## src/rtl/memory_port_arbiter_pkg.sv

```systemverilog
// Shared types for the data-memory port arbiter.
package memory_port_arbiter_pkg;

  typedef enum logic [1:0] {
    NOP           = 2'd0,
    LOAD          = 2'd1,
    STORE_PRELOAD = 2'd2,
    STORE         = 2'd3
  } MemoryMode_t;

  typedef enum logic [1:0] {
    IDLE      = 2'b01,
    CORE_LOCK = 2'b10
  } ArbiterState_t;

  typedef enum logic [1:0] {
    GRANT_NONE,
    GRANT_CORE,
    GRANT_EXT
  } ArbiterGrant_t;

  localparam int STARVE_COUNT_WIDTH = 4;

  function automatic logic isCoreRead(MemoryMode_t mode);
    return (mode == LOAD) || (mode == STORE_PRELOAD);
  endfunction

endpackage

```

## src/rtl/memory_port_arbiter_if.sv

```systemverilog
// External word-access port: request/accept handshake plus one-cycle response.
interface memory_port_arbiter_if;
  logic        extValid;
  logic        extWrite;
  logic [31:0] extAddress;
  logic [31:0] extWriteData;
  logic        extReady;
  logic        extRespValid;
  logic        extRespError;
  logic [31:0] extReadData;

  modport slave (
    input  extValid, extWrite, extAddress, extWriteData,
    output extReady, extRespValid, extRespError, extReadData
  );

  modport master (
    output extValid, extWrite, extAddress, extWriteData,
    input  extReady, extRespValid, extRespError, extReadData
  );
endinterface

```

## src/rtl/memory_port_arbiter_starvation_counter.sv

```systemverilog
// Saturating count of consecutive denied external cycles.
module arbiter_starvation_counter
  import memory_port_arbiter_pkg::*;
#(
  parameter int STARVE_LIMIT = 4
) (
  input  logic clock,
  input  logic reset,
  input  logic clear,
  input  logic increment,
  input  logic freeze,
  output logic atLimit
);

  localparam logic [STARVE_COUNT_WIDTH-1:0] LIMIT = STARVE_LIMIT[STARVE_COUNT_WIDTH-1:0];

  logic [STARVE_COUNT_WIDTH-1:0] starveCount;

  always_ff @(posedge clock or negedge reset) begin
    if (!reset) begin
      starveCount <= '0;
    end else if (!freeze) begin
      if (clear) begin
        starveCount <= '0;
      end else if (increment && (starveCount != LIMIT)) begin
        starveCount <= starveCount + 1'b1;
      end
    end
  end

  assign atLimit = (starveCount == LIMIT);

endmodule

```

## src/rtl/memory_port_arbiter.sv

```systemverilog
// Shares the single-ported data memory between the core and an external port.
//  state     | meaning
//  IDLE      | normal arbitration, core wins unless the external port is starved
//  CORE_LOCK | preload granted; only the core's following STORE may touch memory
module memory_port_arbiter
  import memory_port_arbiter_pkg::*;
#(
  parameter int STARVE_LIMIT        = 4,
  parameter int MEM_WORD_ADDR_WIDTH = 30
) (
  input  logic                           clock,
  input  logic                           reset,
  input  MemoryMode_t                    coreMemoryMode,
  input  logic [31:0]                    coreAddress,
  input  logic [31:0]                    coreWriteData,
  input  logic [3:0]                     coreByteEnable,
  output logic                           coreStall,
  output logic                           coreReadValid,
  output logic [31:0]                    coreReadData,
  output logic                           arbiterError,
  memory_port_arbiter_if.slave           extPort,
  output logic                           memReadEnable,
  output logic                           memWriteEnable,
  output logic [MEM_WORD_ADDR_WIDTH-1:0] memAddress,
  output logic [3:0]                     memByteEnable,
  output logic [31:0]                    memWriteData,
  input  logic [31:0]                    memReadData
);

  ArbiterState_t state;
  ArbiterGrant_t grant;
  logic coreReq, extReq, atLimit, extMisaligned, lockViolation;
  logic coreDoRead, coreDoWrite, extDoAccess;
  logic extRespValidQ, extRespErrorQ, extRespReadQ;
  logic unusedAddrBits;

  // Requests are masked while reset is held so every output stays quiet.
  assign coreReq       = reset && (coreMemoryMode != NOP);
  assign extReq        = reset && extPort.extValid;
  assign extMisaligned = (extPort.extAddress[1:0] != 2'b00);
  assign lockViolation = (state == CORE_LOCK) && (coreMemoryMode != STORE);

  always_comb begin
    grant = GRANT_NONE;
    if (!reset) begin
      grant = GRANT_NONE;
    end else if (state == CORE_LOCK) begin
      grant = GRANT_CORE;
    end else if (extReq && (!coreReq || atLimit)) begin
      grant = GRANT_EXT;
    end else if (coreReq) begin
      grant = GRANT_CORE;
    end
  end

  assign coreDoRead  = (grant == GRANT_CORE) && (state == IDLE) && isCoreRead(coreMemoryMode);
  assign coreDoWrite = (grant == GRANT_CORE) && (coreMemoryMode == STORE);
  assign extDoAccess = (grant == GRANT_EXT) && !extMisaligned;

  assign coreStall        = coreReq && (grant != GRANT_CORE);
  assign extPort.extReady = (grant == GRANT_EXT);

  always_comb begin
    memReadEnable  = coreDoRead  || (extDoAccess && !extPort.extWrite);
    memWriteEnable = coreDoWrite || (extDoAccess &&  extPort.extWrite);
    memAddress     = '0;
    memByteEnable  = '0;
    memWriteData   = '0;
    if (coreDoRead || coreDoWrite) begin
      memAddress = coreAddress[MEM_WORD_ADDR_WIDTH+1:2];
      if (coreDoWrite) begin
        memByteEnable = coreByteEnable;
        memWriteData  = coreWriteData;
      end
    end else if (extDoAccess) begin
      memAddress = extPort.extAddress[MEM_WORD_ADDR_WIDTH+1:2];
      if (extPort.extWrite) begin
        memByteEnable = 4'b1111;
        memWriteData  = extPort.extWriteData;
      end
    end
  end

  always_ff @(posedge clock or negedge reset) begin
    if (!reset) begin
      state         <= IDLE;
      arbiterError  <= 1'b0;
      coreReadValid <= 1'b0;
      extRespValidQ <= 1'b0;
      extRespErrorQ <= 1'b0;
      extRespReadQ  <= 1'b0;
    end else begin
      coreReadValid <= coreDoRead;
      extRespValidQ <= (grant == GRANT_EXT);
      extRespErrorQ <= (grant == GRANT_EXT) && extMisaligned;
      extRespReadQ  <= extDoAccess && !extPort.extWrite;
      case (state)
        IDLE: begin
          if ((grant == GRANT_CORE) && (coreMemoryMode == STORE_PRELOAD)) begin
            state <= CORE_LOCK;
          end
        end
        CORE_LOCK: begin
          if (lockViolation) begin
            arbiterError <= 1'b1;
          end
          state <= IDLE;
        end
        default: state <= IDLE;
      endcase
    end
  end

  // Read data is steered by the owner tag registered alongside the strobe.
  assign coreReadData         = coreReadValid ? memReadData : 32'h0;
  assign extPort.extRespValid = extRespValidQ;
  assign extPort.extRespError = extRespErrorQ;
  assign extPort.extReadData  = extRespReadQ ? memReadData : 32'h0;

  arbiter_starvation_counter #(
    .STARVE_LIMIT(STARVE_LIMIT)
  ) starveCounter (
    .clock    (clock),
    .reset    (reset),
    .clear    ((grant == GRANT_EXT) || !extReq),
    .increment(extReq && (grant != GRANT_EXT)),
    .freeze   (state == CORE_LOCK),
    .atLimit  (atLimit)
  );

  assign unusedAddrBits = ^coreAddress[1:0];

endmodule

```

## src/flat_wrapper.sv

```systemverilog
// flat-port wrapper written by rule: the top's interface ports become plain ports
module memory_port_arbiter_flat import memory_port_arbiter_pkg::*;
#(
  parameter int STARVE_LIMIT        = 4,
  parameter int MEM_WORD_ADDR_WIDTH = 30
)
  (clock, reset, coreMemoryMode, coreAddress, coreWriteData, coreByteEnable, coreStall, coreReadValid, coreReadData, arbiterError, memReadEnable, memWriteEnable, memAddress, memByteEnable, memWriteData, memReadData, extPort_extValid, extPort_extWrite, extPort_extAddress, extPort_extWriteData, extPort_extReady, extPort_extRespValid, extPort_extRespError, extPort_extReadData);
  memory_port_arbiter_if extPort_i ();
  input  logic clock;
  input  logic reset;
  input  MemoryMode_t coreMemoryMode;
  input  logic [31:0] coreAddress;
  input  logic [31:0] coreWriteData;
  input  logic [3:0] coreByteEnable;
  output logic coreStall;
  output logic coreReadValid;
  output logic [31:0] coreReadData;
  output logic arbiterError;
  output logic memReadEnable;
  output logic memWriteEnable;
  output logic [MEM_WORD_ADDR_WIDTH-1:0] memAddress;
  output logic [3:0] memByteEnable;
  output logic [31:0] memWriteData;
  input  logic [31:0] memReadData;
  input wire logic [$bits(extPort_i.extValid)-1:0] extPort_extValid;
  input wire logic [$bits(extPort_i.extWrite)-1:0] extPort_extWrite;
  input wire logic [$bits(extPort_i.extAddress)-1:0] extPort_extAddress;
  input wire logic [$bits(extPort_i.extWriteData)-1:0] extPort_extWriteData;
  output wire logic [$bits(extPort_i.extReady)-1:0] extPort_extReady;
  output wire logic [$bits(extPort_i.extRespValid)-1:0] extPort_extRespValid;
  output wire logic [$bits(extPort_i.extRespError)-1:0] extPort_extRespError;
  output wire logic [$bits(extPort_i.extReadData)-1:0] extPort_extReadData;
  assign extPort_i.extValid = extPort_extValid;
  assign extPort_i.extWrite = extPort_extWrite;
  assign extPort_i.extAddress = extPort_extAddress;
  assign extPort_i.extWriteData = extPort_extWriteData;
  assign extPort_extReady = extPort_i.extReady;
  assign extPort_extRespValid = extPort_i.extRespValid;
  assign extPort_extRespError = extPort_i.extRespError;
  assign extPort_extReadData = extPort_i.extReadData;
  memory_port_arbiter #(.STARVE_LIMIT(STARVE_LIMIT), .MEM_WORD_ADDR_WIDTH(MEM_WORD_ADDR_WIDTH)) u_core (.clock(clock), .reset(reset), .coreMemoryMode(coreMemoryMode), .coreAddress(coreAddress), .coreWriteData(coreWriteData), .coreByteEnable(coreByteEnable), .coreStall(coreStall), .coreReadValid(coreReadValid), .coreReadData(coreReadData), .arbiterError(arbiterError), .extPort(extPort_i), .memReadEnable(memReadEnable), .memWriteEnable(memWriteEnable), .memAddress(memAddress), .memByteEnable(memByteEnable), .memWriteData(memWriteData), .memReadData(memReadData));
endmodule
```

## config.mk

```make
export PLATFORM = sky130hd
export DESIGN_NAME = memory_port_arbiter_flat
export DESIGN_NICKNAME = d
export VERILOG_FILES = /design/src/rtl/memory_port_arbiter_pkg.sv /design/src/rtl/memory_port_arbiter_if.sv /design/src/rtl/memory_port_arbiter_starvation_counter.sv /design/src/rtl/memory_port_arbiter.sv /design/src/flat_wrapper.sv
export SDC_FILE = /design/constraint.sdc
export NUM_CORES = 1
export LEC_CHECK = 0
export CELL_PAD_IN_SITES_DETAIL_PLACEMENT = 0
export CELL_PAD_IN_SITES_GLOBAL_PLACEMENT = 1
export CORE_MARGIN = 3
export CORE_UTILIZATION = 15
export CTS_BUF_LIST = sky130_fd_sc_hd__clkbuf_2 sky130_fd_sc_hd__clkbuf_4 sky130_fd_sc_hd__clkbuf_8
export DETAILED_ROUTE_END_ITERATION = 12
export PLACE_DENSITY = 0.83
export RECOVER_POWER = 100
export REMOVE_ABC_BUFFERS = 1
export SLEW_MARGIN = 5
export SYNTH_ARGS = -nofsm -noshare
export SYNTH_HDL_FRONTEND = slang
export SYNTH_HIERARCHICAL = 1
export SYNTH_SLANG_ARGS = --single-unit
```

## constraint.sdc

```tcl
create_clock -name clock -period 2.8 [get_ports clock]
set_input_delay 0.28 -clock clock [delete_from_list [all_inputs] [get_ports clock]]
set_output_delay 0.28 -clock clock [all_outputs]
set_load 0.03 [all_outputs]
```

* Word level (Yosys, flattened, before mapping)
Index checks and enable logic that the tools add are counted.
** Operators by class
- Add/subtract/negate cells :: 1
- Equal/unequal tests :: 13
- Bitwise logic cells :: 1
- Muxes and demuxes :: 20
- Reduce and logical (&&, ||, !) cells :: 30
** Operator list (number)
- 32-bit 2-to-1 mux :: 6
- 30-bit 2-to-1 mux :: 2
- 4-bit 2-to-1 mux :: 6
- 1-bit logical AND :: 15
- 2-bit 2-to-1 mux :: 5
- 2-bit == test, second input constant :: 4
- 2-bit by 1-bit == test with 1-bit output, second input constant :: 3
- 1-bit logical OR :: 6
- 2-bit inequality test, second input constant :: 3
- 2-bit nonzero test :: 3
- 4-bit by 1-bit adder with 4-bit output, second input constant :: 1
- 4-bit by 3-bit == test with 1-bit output, second input constant :: 1
- 1-bit logical NOT :: 4
- 4-bit by 3-bit inequality test with 1-bit output, second input constant :: 1
- 2-bit AND reduction :: 2
- 2-bit by 1-bit inequality test with 1-bit output, second input constant :: 1
- 1-bit 2-to-1 mux :: 1
- 1-bit NOT :: 1
** Word-level totals
- Register bits :: 11
- Logic and storage cells :: 72
- Input bits :: 170
- Output and inout bits :: 138

* Longest topological paths before layout
Gate-level depths: netlist of the first run.
- Depth in word-level cells :: 13
- Gate-level depth with buffers :: 10
- Mapped depth without buffers :: 10

* Hierarchy
Netlist of the first run, hierarchy kept.
** Modules (own cells, without submodules)
- memory_port_arbiter :: area each 1974.4 sq um, sequential area each 176.4 sq um, cells each 287, times used 1
- arbiter_starvation_counter :: area each 279.0 sq um, sequential area each 100.1 sq um, cells each 28, times used 1

* Worst setup path after synthesis of the first run
Ideal clock, no wire load.
- Kind :: register -> output
- From :: reg u_core.starveCounter.starveCount[0]
- To :: out memReadEnable
- Arrival time :: 2.016 ns
- Path slack :: 0.504 ns
- Stages on the path, launching flop included :: 9
- Buffers on the path :: 1
- Data required time :: 2.520 ns
- Cell sequence :: dfrtp_1 > inv_1 > ha_1 > nand3b_4 > inv_1 > o211a_1 > nand3_1 > buf_2 > o21ai_0
** On the way
- Word-level cells in the longest chain between the ends :: 10
- Elaborated cells on any way between the ends :: 13
- Those cells by class :: 3 x eq/ne; 3 x mux; 7 x reduce/logical
** Ends and longest elaborated chain
- from (decl) :: RTL line memory_port_arbiter_starvation_counter.sv:17 : logic [STARVE_COUNT_WIDTH-1:0] starveCount;
- from (signal assigned) :: RTL line memory_port_arbiter_starvation_counter.sv:26 : starveCount <= starveCount + 1'b1;
- 4-bit by 3-bit == test with 1-bit output (*) :: RTL line memory_port_arbiter_starvation_counter.sv:31 : assign atLimit = (starveCount == LIMIT);
- named net u_core.atLimit :: RTL line memory_port_arbiter.sv:32 : logic coreReq, extReq, atLimit, extMisaligned, lockViolation;
- 1-bit logical OR (*) :: RTL line memory_port_arbiter.sv:49 : end else if (extReq && (!coreReq || atLimit)) begin
- 1-bit logical AND (*) :: RTL line memory_port_arbiter.sv:49
- 2-bit 2-to-1 mux (*) :: RTL line memory_port_arbiter.sv:49
- 2-bit 2-to-1 mux (*) :: RTL line memory_port_arbiter.sv:47 : end else if (state == CORE_LOCK) begin
- 2-bit 2-to-1 mux (*) :: RTL line memory_port_arbiter.sv:45 : if (!reset) begin
- 2-bit by 1-bit == test with 1-bit output / 2-bit == test (equally long branches) :: RTL line memory_port_arbiter.sv:56, memory_port_arbiter.sv:58
- 1-bit logical AND (on tied branches) :: RTL line memory_port_arbiter.sv:56, memory_port_arbiter.sv:58
- 1-bit logical AND (on tied branches) :: RTL line memory_port_arbiter.sv:56, memory_port_arbiter.sv:64
- 1-bit logical OR (*) :: RTL line memory_port_arbiter.sv:64 : memReadEnable = coreDoRead || (extDoAccess && !extPort.extWrite);
- to (decl) :: RTL line flat_wrapper.sv:19 : output logic memReadEnable;
The timed path passes the listed nets; every way through them passes the cells marked *.

* Final worst setup path of the first run
- From :: in coreMemoryMode[0]
- To :: out memWriteData[22]
** On the way
- Word-level cells in the longest chain between the ends :: 13
- Elaborated cells on any way between the ends :: 23
- Those cells by class :: 5 x eq/ne; 7 x mux; 11 x reduce/logical
** Ends and longest elaborated chain
- from (decl) :: RTL line flat_wrapper.sv:11 : input MemoryMode_t coreMemoryMode;
- 2-bit nonzero test :: RTL line memory_port_arbiter.sv:38 : assign coreReq = reset && (coreMemoryMode != NOP);
- 1-bit logical AND :: RTL line memory_port_arbiter.sv:38
- 1-bit logical NOT :: RTL line memory_port_arbiter.sv:49
- 1-bit logical OR :: RTL line memory_port_arbiter.sv:49
- 1-bit logical AND :: RTL line memory_port_arbiter.sv:49
- 2-bit 2-to-1 mux :: RTL line memory_port_arbiter.sv:49
- 2-bit 2-to-1 mux :: RTL line memory_port_arbiter.sv:47
- 2-bit 2-to-1 mux :: RTL line memory_port_arbiter.sv:45
- 2-bit by 1-bit == test with 1-bit output :: RTL line memory_port_arbiter.sv:56, memory_port_arbiter.sv:57
- 1-bit logical AND (2 in series) :: RTL line memory_port_arbiter.sv:56 : assign coreDoRead = (grant == GRANT_CORE) && (state == IDLE) && isCoreRead(coreMemoryMode);
- 1-bit logical OR :: RTL line memory_port_arbiter.sv:69 : if (coreDoRead || coreDoWrite) begin
- 32-bit 2-to-1 mux (*) :: RTL line memory_port_arbiter.sv:69
- to (decl) :: RTL line flat_wrapper.sv:23 : output logic [31:0] memWriteData;
Every way passes the cells marked *; elsewhere a longest branch is shown, timed or not.

==> results of run 1 <==
-- area by class of cell --
type | instances | share of cell area [%]
clock buffer | 4 | 0.950
multi-input combinational | 204 | 29.7
timing repair buffer | 312 | 54.3
tap | 184 | 4.48
sequential | 11 | 5.38
inverter | 70 | 5.11
-- sequential cells by signal, summed over array words and instances (netlist names) --
name / count
u_core/starveCounter/starveCount: 4
u_core/extPort.extRespError: 1
u_core/extPort.extRespValid: 1
u_core/state: 2
u_core/arbiterError: 1
u_core/extRespReadQ: 1
u_core/coreReadValid: 1
-- cells in the final DEF (no fill, tap or decap), types with 5 or more instances in the layout --
master           instances
clkdlybuf4s50_1        166
dlygate4sd3_1           70
o221ai_1                30
o211ai_1                30
ha_1                     5
and2_1                  65
inv_1                   69
clkbuf_1                 5
a22o_1                  32
dfrtp_1                 10
clkbuf_2                64
nand3_1                  5
-- synthesized netlist by cell type, drive strengths merged --
cell type  number
nor3b           2
o31ai           1
and2           65
buf            15
o221ai         30
and4bb          2
or2             1
inv            70
and4            1
o211ai         30
a31oi           1
o21a            1
dfstp           1
nand3b          1
a21oi           2
o21ai           4
nor2b           1
dfrtp          10
a41o            1
o211a           1
and3            1
nand2           4
ha              5
clkbuf         15
nand2b          1
a22o           32
nand3           5
o21bai          2
a21o            4
or3             1
nand4           1
nor2            3
a22oi           1
-- power by group through the flow --
stage          sequential (mW)  combinational (mW)  clock, mW
2_1_floorplan            0.178               0.252          0
3_3_place_gp             0.176               0.671          0
3_5_place_dp             0.177               0.678          0
4_1_cts                  0.174               0.681      0.173
5_1_grt                  0.176               0.669      0.184
6_report                 0.174               0.627      0.168
-- how the worst max path moves through the flow --
| stage | end | slack [ns] | cells after the start |
|---|---|---|---|
| after global routing | memWriteData[22] | 0.03 | 8 |
| final | memWriteData[22] | 0.14 | 7 |
| after CTS | memWriteData[7] | 0.17 | 8 |
| after floorplan | memWriteData[0] | -0.68 | 7 |
| after detailed placement | memWriteData[7] | 0.25 | 7 |
| after global placement | extPort_extReady | 0.29 | 7 |
-- logic make-up (layout without fill, tap and decap cells) --
group                      count (synthesis)  in the layout
AOI/OAI and AO/OA                        110            110
buffers and inverters                    100            386
adders and majority gates                  5              5
DFF                                       11             11
and+or+nand+nor                           89             89
-- critical path, cell delays in order --
cell and delay [ns]:
dlygate4sd3_1 0.57, inv_1 0.10, ha_1 0.25, o211a_1 0.22, and4_4 0.49, a22o_1 0.23, clkbuf_2 0.23
-- layer usage --
layer,track usage (%),up-vias
met2,26.2,208
met4,0.803,0
li1,-,1687
met5,0,-
met3,2.74,3
met1,14.2,1531
==> results.md, run 1 <==
* Hold WC Path Type: in -> async
* Post-synthesis xor/xnor area fraction at 0%
* M1 WL at 4.30 mm
* Site Rows at 44
* Die height at ~130 um
* Routed wl met3 at roughly 1.2 mm
* Vias per cell at ~4.4
* Multi-input gate area at 1530 um^2
* Total CTS buffers at 3
* Fraction of layout cells with a size suffix above 1 at approximately 14%
* Place WS at approximately 0.25 ns
* Setup violators final at 0
* First-pass GRT wire length at approximately 18 mm
* Vias at ~3400
* Startpoint types: input port
* Routed length per placed instance at about 15 um
* Final Non-Filler Cells at just under 800
* Register area share after synthesis at roughly an eighth
* WHS at 0.352 ns
* Initial Util at between 15 and 20%
* Crit. End Element: output port
* Combinational power share at around 65%
* H-tree Lvls at 1
* Simple-gate share of the synthesized area at between 20% and 30%
* Worst endpoint required time at 2.52 ns
* Area delta synth->final at 128%
* Worst reg2reg path endpoint: u_core/starveCounter/starveCount[3]$_DFFE_PN0P_
* Internal at around 600 uW
* Final #Nets at roughly 800
* Net Sw Power at 370 uW
* Sink Count at 11
* Synth Area in Adders at around 2.8%
* Max Clock Skew at 0.00167 ns
* Reg area at approximately 280 um^2
* Multiplexer share of the synthesized area at 0%
* N_diodes at 0
* Placement Cell Area at approximately 5400 um^2
* Routability cong. at between 0.7 and 0.8
* Mapped cell area at around 2300 um^2
* Final setup TNS at 0 ns
* Yosys top cell by area: and2_1
* Status: completed
* DIE WIDTH at about 130 um
* CTS tree: yes
* DR top layer: met4
* Final Instance Area at between 5000 and 6000 um^2
* DP Cell Count at between 700 and 800
* Hold Vio Cnt, Final at 0
* Worst slew pin tran at approximately 0.77 ns
* Fin. max-slew vios at 0
* Synth Area in Compound Gates at between 30 and 40%
* PnR worst setup slack at between 0.1 and 0.15 ns
* Port Buffers at ~310
* Post-route ant nets at 0
* Power share of the clock group at roughly 17%
* Syn avg cell area at roughly 7.2 um^2
* Final wirelength at roughly 12 mm
* Largest family of logic cells by synthesized area: compound AO/OA/AOI/OAI gates
* Dpl hpwl at approximately 10 mm
* Fin crit share at between 90% and 100%
* CTS Hold Bufs at 0
* RSZ-0062 raised after global routing: no
* Clk root buf: clkbuf_8
* Synth area leaders: and2_1 (18%), a22o_1 (12%), o221ai_1 (12%), inv_1 (11%), dfrtp_1 (11%)
* Setup repair bufs after CTS at 0
* Worst skew pair latency at ~0.24 ns
* Slew Limit Headroom at around half
* Setup crit start: coreMemoryMode[0]
* Max Fclk at about 380 MHz
* Pwr/cell area at between 150 and 200 nW/um^2
* GR Overflow Total at 0
* Synth warn at 6
* #FFs+latches synth at 11
* Worst R2R Setup Slack at 0.53 ns
* Met2 WL at between 6 and 7 mm
* Sw Ratio at 38.2%
* Crit-path max FO at 37
* Maximum VDD drop at approximately 0.15 mV
* Worst Path Arrival at around 2.4 ns
* Antenna violations before repair at 0
* Post_cts resized at 0
* GRT Total Usage at between 10% and 20%
* Core area at around 15000 um^2
* Pleak at about 2.6 nW
* Filler cells at 1513
* Die area at 16500 um^2
* Crit Path Class: in -> out
* DRC at 0
* Reg clk slew, reported paths at approximately 0.050 ns
* Largest net degree at the start of global routing at 38
* Iter 0 DRT Violations at just under 100
* CTS max path bufs at 2
* Sequential Power Share at 17.9%
* Mapped Cells at 315
* Layout Utilization at around a third
* Power, Total at just under 1 mW
* FF-to-FF Start: u_core/starveCounter/starveCount[0]$_DFFE_PN0P_
* Min Tclk post-route at 2.66 ns
* Max-cap violation count at 0
* Register-to-Register Path Depth at 9
* Share of the synthesized area in the top cell type at between 10% and 20%
* Distinct cells, synth at 36
* Vias in the first global route at between 3000 and 4000
* I/O Pins at roughly 310
* DRT Pass-1 Iters at 6
Note: power is estimated with default switching activity, not from simulation.
==> run 2, diff against run 1 <==
ABC_AREA = 1   (was unset)
CORE_UTILIZATION = 13   (was 15)
PLACE_DENSITY = 0.82   (was 0.83)
==> run 2 against run 1 <==
Maximum frequency is 3.5% higher. Die area grew 8.8%. Area after synthesis decreased by 5.3%. Sequential cell count did not move. Sequential power is essentially flat. Global-route usage is 2.1 points lower. Combinational power is 2% lower. First-iteration DRC count shrank 27%. Total power shrank 1.5%. Final cell count grew 20%. Register-to-register slack gained 0.16 ns. Synthesized cell count is 37% higher. Critical path type unchanged. Largest cell class unchanged. Largest power group unchanged. Highest routed layer unchanged.
==> results.md, run 2 <==
* GR Overflow Total at 0
* Most common cell after layout, fill and taps aside: nand2_1
* Die height at roughly 130 um
* Max-cap violation count at 0
* Max reg flops at 4
* Asr flop ratio synth at between 90% and 100%
* Final wirelength at roughly 11 mm
* Die area at approximately 18000 um^2
* Routed wl met3 at approximately 1.3 mm
* CTS Hold Bufs at 0
* Synth warn at 6
* Syn avg cell area at just under 5 um^2
* H-tree Lvls at 1
* Largest net degree at the start of global routing at 37
* Hold WC Path Type: in -> async
* FF-to-FF Start: u_core/starveCounter/starveCount[0]$_DFFE_PN0P_
* Crit-path cells: dlygate4sd3_1 -> inv_1 -> ha_1 -> inv_1 -> nand2_1 -> nand3_4 -> nand3_4 -> nand2_4 -> nand2_1 -> nand2_1 -> clkbuf_2
* Largest family of logic cells by synthesized area: simple AND/OR/NAND/NOR gates
* Register-to-Register Path Depth at 15
* Crit. End Element: output port
* CTS tree: yes
* Dpl hpwl at ~9 mm
* DIE WIDTH at ~130 um
* First-pass GRT wire length at roughly 16 mm
* Setup repair bufs after CTS at 0
* Worst reg2reg path endpoint: u_core/starveCounter/starveCount[3]$_DFFE_PN0P_
* Yosys top cell by area: nand2_1
* Status: completed
* Multiplexer share of the synthesized area at 0%
* Clk root buf: clkbuf_8
* Post_cts resized at 0
* DR top layer: met4
* Most frequent cells in the layout: nand2_1 (264), clkdlybuf4s50_1 (169), inv_1 (82), dlygate4sd3_1 (68), clkbuf_2 (49)
* Mapped Cells at 430
* Routability cong. at roughly 0.75
* #FFs+latches synth at 11
* Worst Path Arrival at between 2 and 2.5 ns
* Setup crit start: coreMemoryMode[1]
* Total CTS buffers at 3
* Fraction of layout cells with a size suffix above 1 at roughly 14%
* Maximum VDD drop at between 0.1 and 0.15 mV
* Crit-path max FO at 30
* Startpoint types: input port
* Largest register by flop count: u_core/starveCounter/starveCount
* Biggest registers after layout: u_core/starveCounter/starveCount x4, u_core/state x2
* Register area share after synthesis at about 13%
* Most common cell in the netlist: nand2_1
* Post-route ant nets at 0
* Routed length per placed instance at between 10 and 15 um
* RSZ-0062 raised after global routing: no
* Antenna violations before repair at 0
* N_diodes at 0
* Synth area leaders: nand2_1 (46%), inv_1 (14%), dfrtp_1 (12%), nand2_2 (4.7%), ha_1 (2.9%)
* Share of the synthesized area in the top cell type at between 40% and 50%
* Area delta synth->final at 138%
* Mapped cell area at 2130 um^2
* Min Tclk post-route at approximately 2.6 ns
* Crit Path Class: in -> out
* M1 WL at approximately 4.0 mm
* Worst R2R Setup Slack at 0.69 ns
* CP Capture Point: memAddress[26]
* CP dominant cell by count: nand2_1
* Post-synthesis xor/xnor area fraction at 0%
* Worst endpoint required time at between 2 and 3 ns
* Vias in the first global route at between 3000 and 4000
* Pwr/cell area at 188 nW/um^2
* PnR worst setup slack at about 0.23 ns
* Worst slew pin tran at 0.696 ns
* CTS max path bufs at 2
* Distinct cells, synth at 27
* Vias at roughly 3400
* Core area at between 15000 and 20000 um^2
* Max Fclk at slightly below 400 MHz
* Vias per cell at 3.61
* Final setup TNS at 0 ns
* Hold Vio Cnt, Final at 0
* Slowest stage delay, CP at 0.58 ns
* Worst path slowest cell: dlygate4sd3_1
* Setup violators final at 0
* DRT Pass-1 Iters at 4
* Top_reg_cell synth: dfrtp_1
* GRT Total Usage at between 10 and 15%
* Max Clock Skew at 0.000444 ns
* Sink Count at 11
* Fin crit share at roughly 92%
* DRC at 0
* Slew Limit Headroom at a little over half
* Port Buffers at 305
* Synth Area in Adders at under 10%
* Reg clk slew, reported paths at 0.05 ns
* Simple-gate share of the synthesized area at between 60% and 70%
* Site Rows at 46
* Synth Area in Compound Gates at roughly 1.3%
* Pleak at between 3 and 4 nW
* Iter 0 DRT Violations at between 70 and 80
* I/O Pins at around 310
* Worst skew pair latency at ~0.23 ns
* Final #Nets at around 900
* Top cells by count, synth: nand2_1 (262), inv_1 (82), nand2_2 (16), dfrtp_1 (10), nor2_1 (10)
* Place WS at around 0.3 ns
* Post-synth EDFFs at 0
* Fin. max-slew vios at 0
* Filler cells at about 1800
* Initial Util at a little over an eighth
* Met2 WL at 5.51 mm
-- run 2: cell type report --
class                           count  area, um^2  area share [%]
Clock buffer                        4        48.8           0.960
Inverter                           87         332            6.52
Sequential cell                    11         277            5.44
Multi-Input combinational cell    314        1360            26.7
Timing Repair Buffer              310        2800            55.0
Tap cell                          216         270            5.32
-- run 2: worst min path at each step --
stage                                                from                               endpoint  slack (ns)
after detailed placement  u_core/arbiterError$_DFFE_PN0P_        u_core/arbiterError$_DFFE_PN0P_        0.49
after floorplan                                     reset        u_core/arbiterError$_DFFE_PN0P_       -0.02
final                                               reset  u_core/extPort.extRespValid$_DFF_PN0_        0.32
after global routing                                reset  u_core/extPort.extRespValid$_DFF_PN0_        0.33
after CTS                                           reset  u_core/extPort.extRespValid$_DFF_PN0_        0.25
after global placement    u_core/arbiterError$_DFFE_PN0P_        u_core/arbiterError$_DFFE_PN0P_        0.48
-- run 2: routing by layer --
| metal | up-vias | track usage (%) |
|---|---|---|
| li1 | 1803 | - |
| met1 | 1414 | 11.7 |
| met2 | 184 | 20.9 |
| met3 | 2 | 3.49 |
| met4 | 0 | 1.36 |
| met5 | - | 0 |
-- run 2: through the flow --
stage          area (um^2)  utilization [%]  std cells  power, mW  hold slack (ns)
5_1_grt               5080             31.8        942       1.02            0.326
3_3_place_gp          5200             32.5        938      0.828            0.479
2_1_floorplan         1990                -        412      0.428          -0.0156
4_1_cts               5250             32.8        942       1.00            0.255
3_5_place_dp          5200             32.5        938      0.829            0.488
6_report              5080             31.8        942      0.954            0.319
-- run 2: cell families (layout without fill, tap and decap cells) --
family / after synthesis / in the layout
buffers and inverters: 105 / 401
adders and majority gates: 5 / 5
AOI/OAI and AO/OA: 5 / 5
DFF: 11 / 11
and+or+nand+nor: 304 / 304
-- run 2: power by group --
group,internal (mW),leakage (nW),switching (mW)
logic,0.310,2.96,0.306
registers,0.166,0.144,0.00523
clock network,0.109,0.0262,0.0574
-- run 2: critical path, delay by kind of cell --
kind	cells	cell delay [ns]
buffers and inverters	4	0.90
adder cells (fa/ha/maj)	1	0.18
AND/OR/NAND/NOR	6	0.91
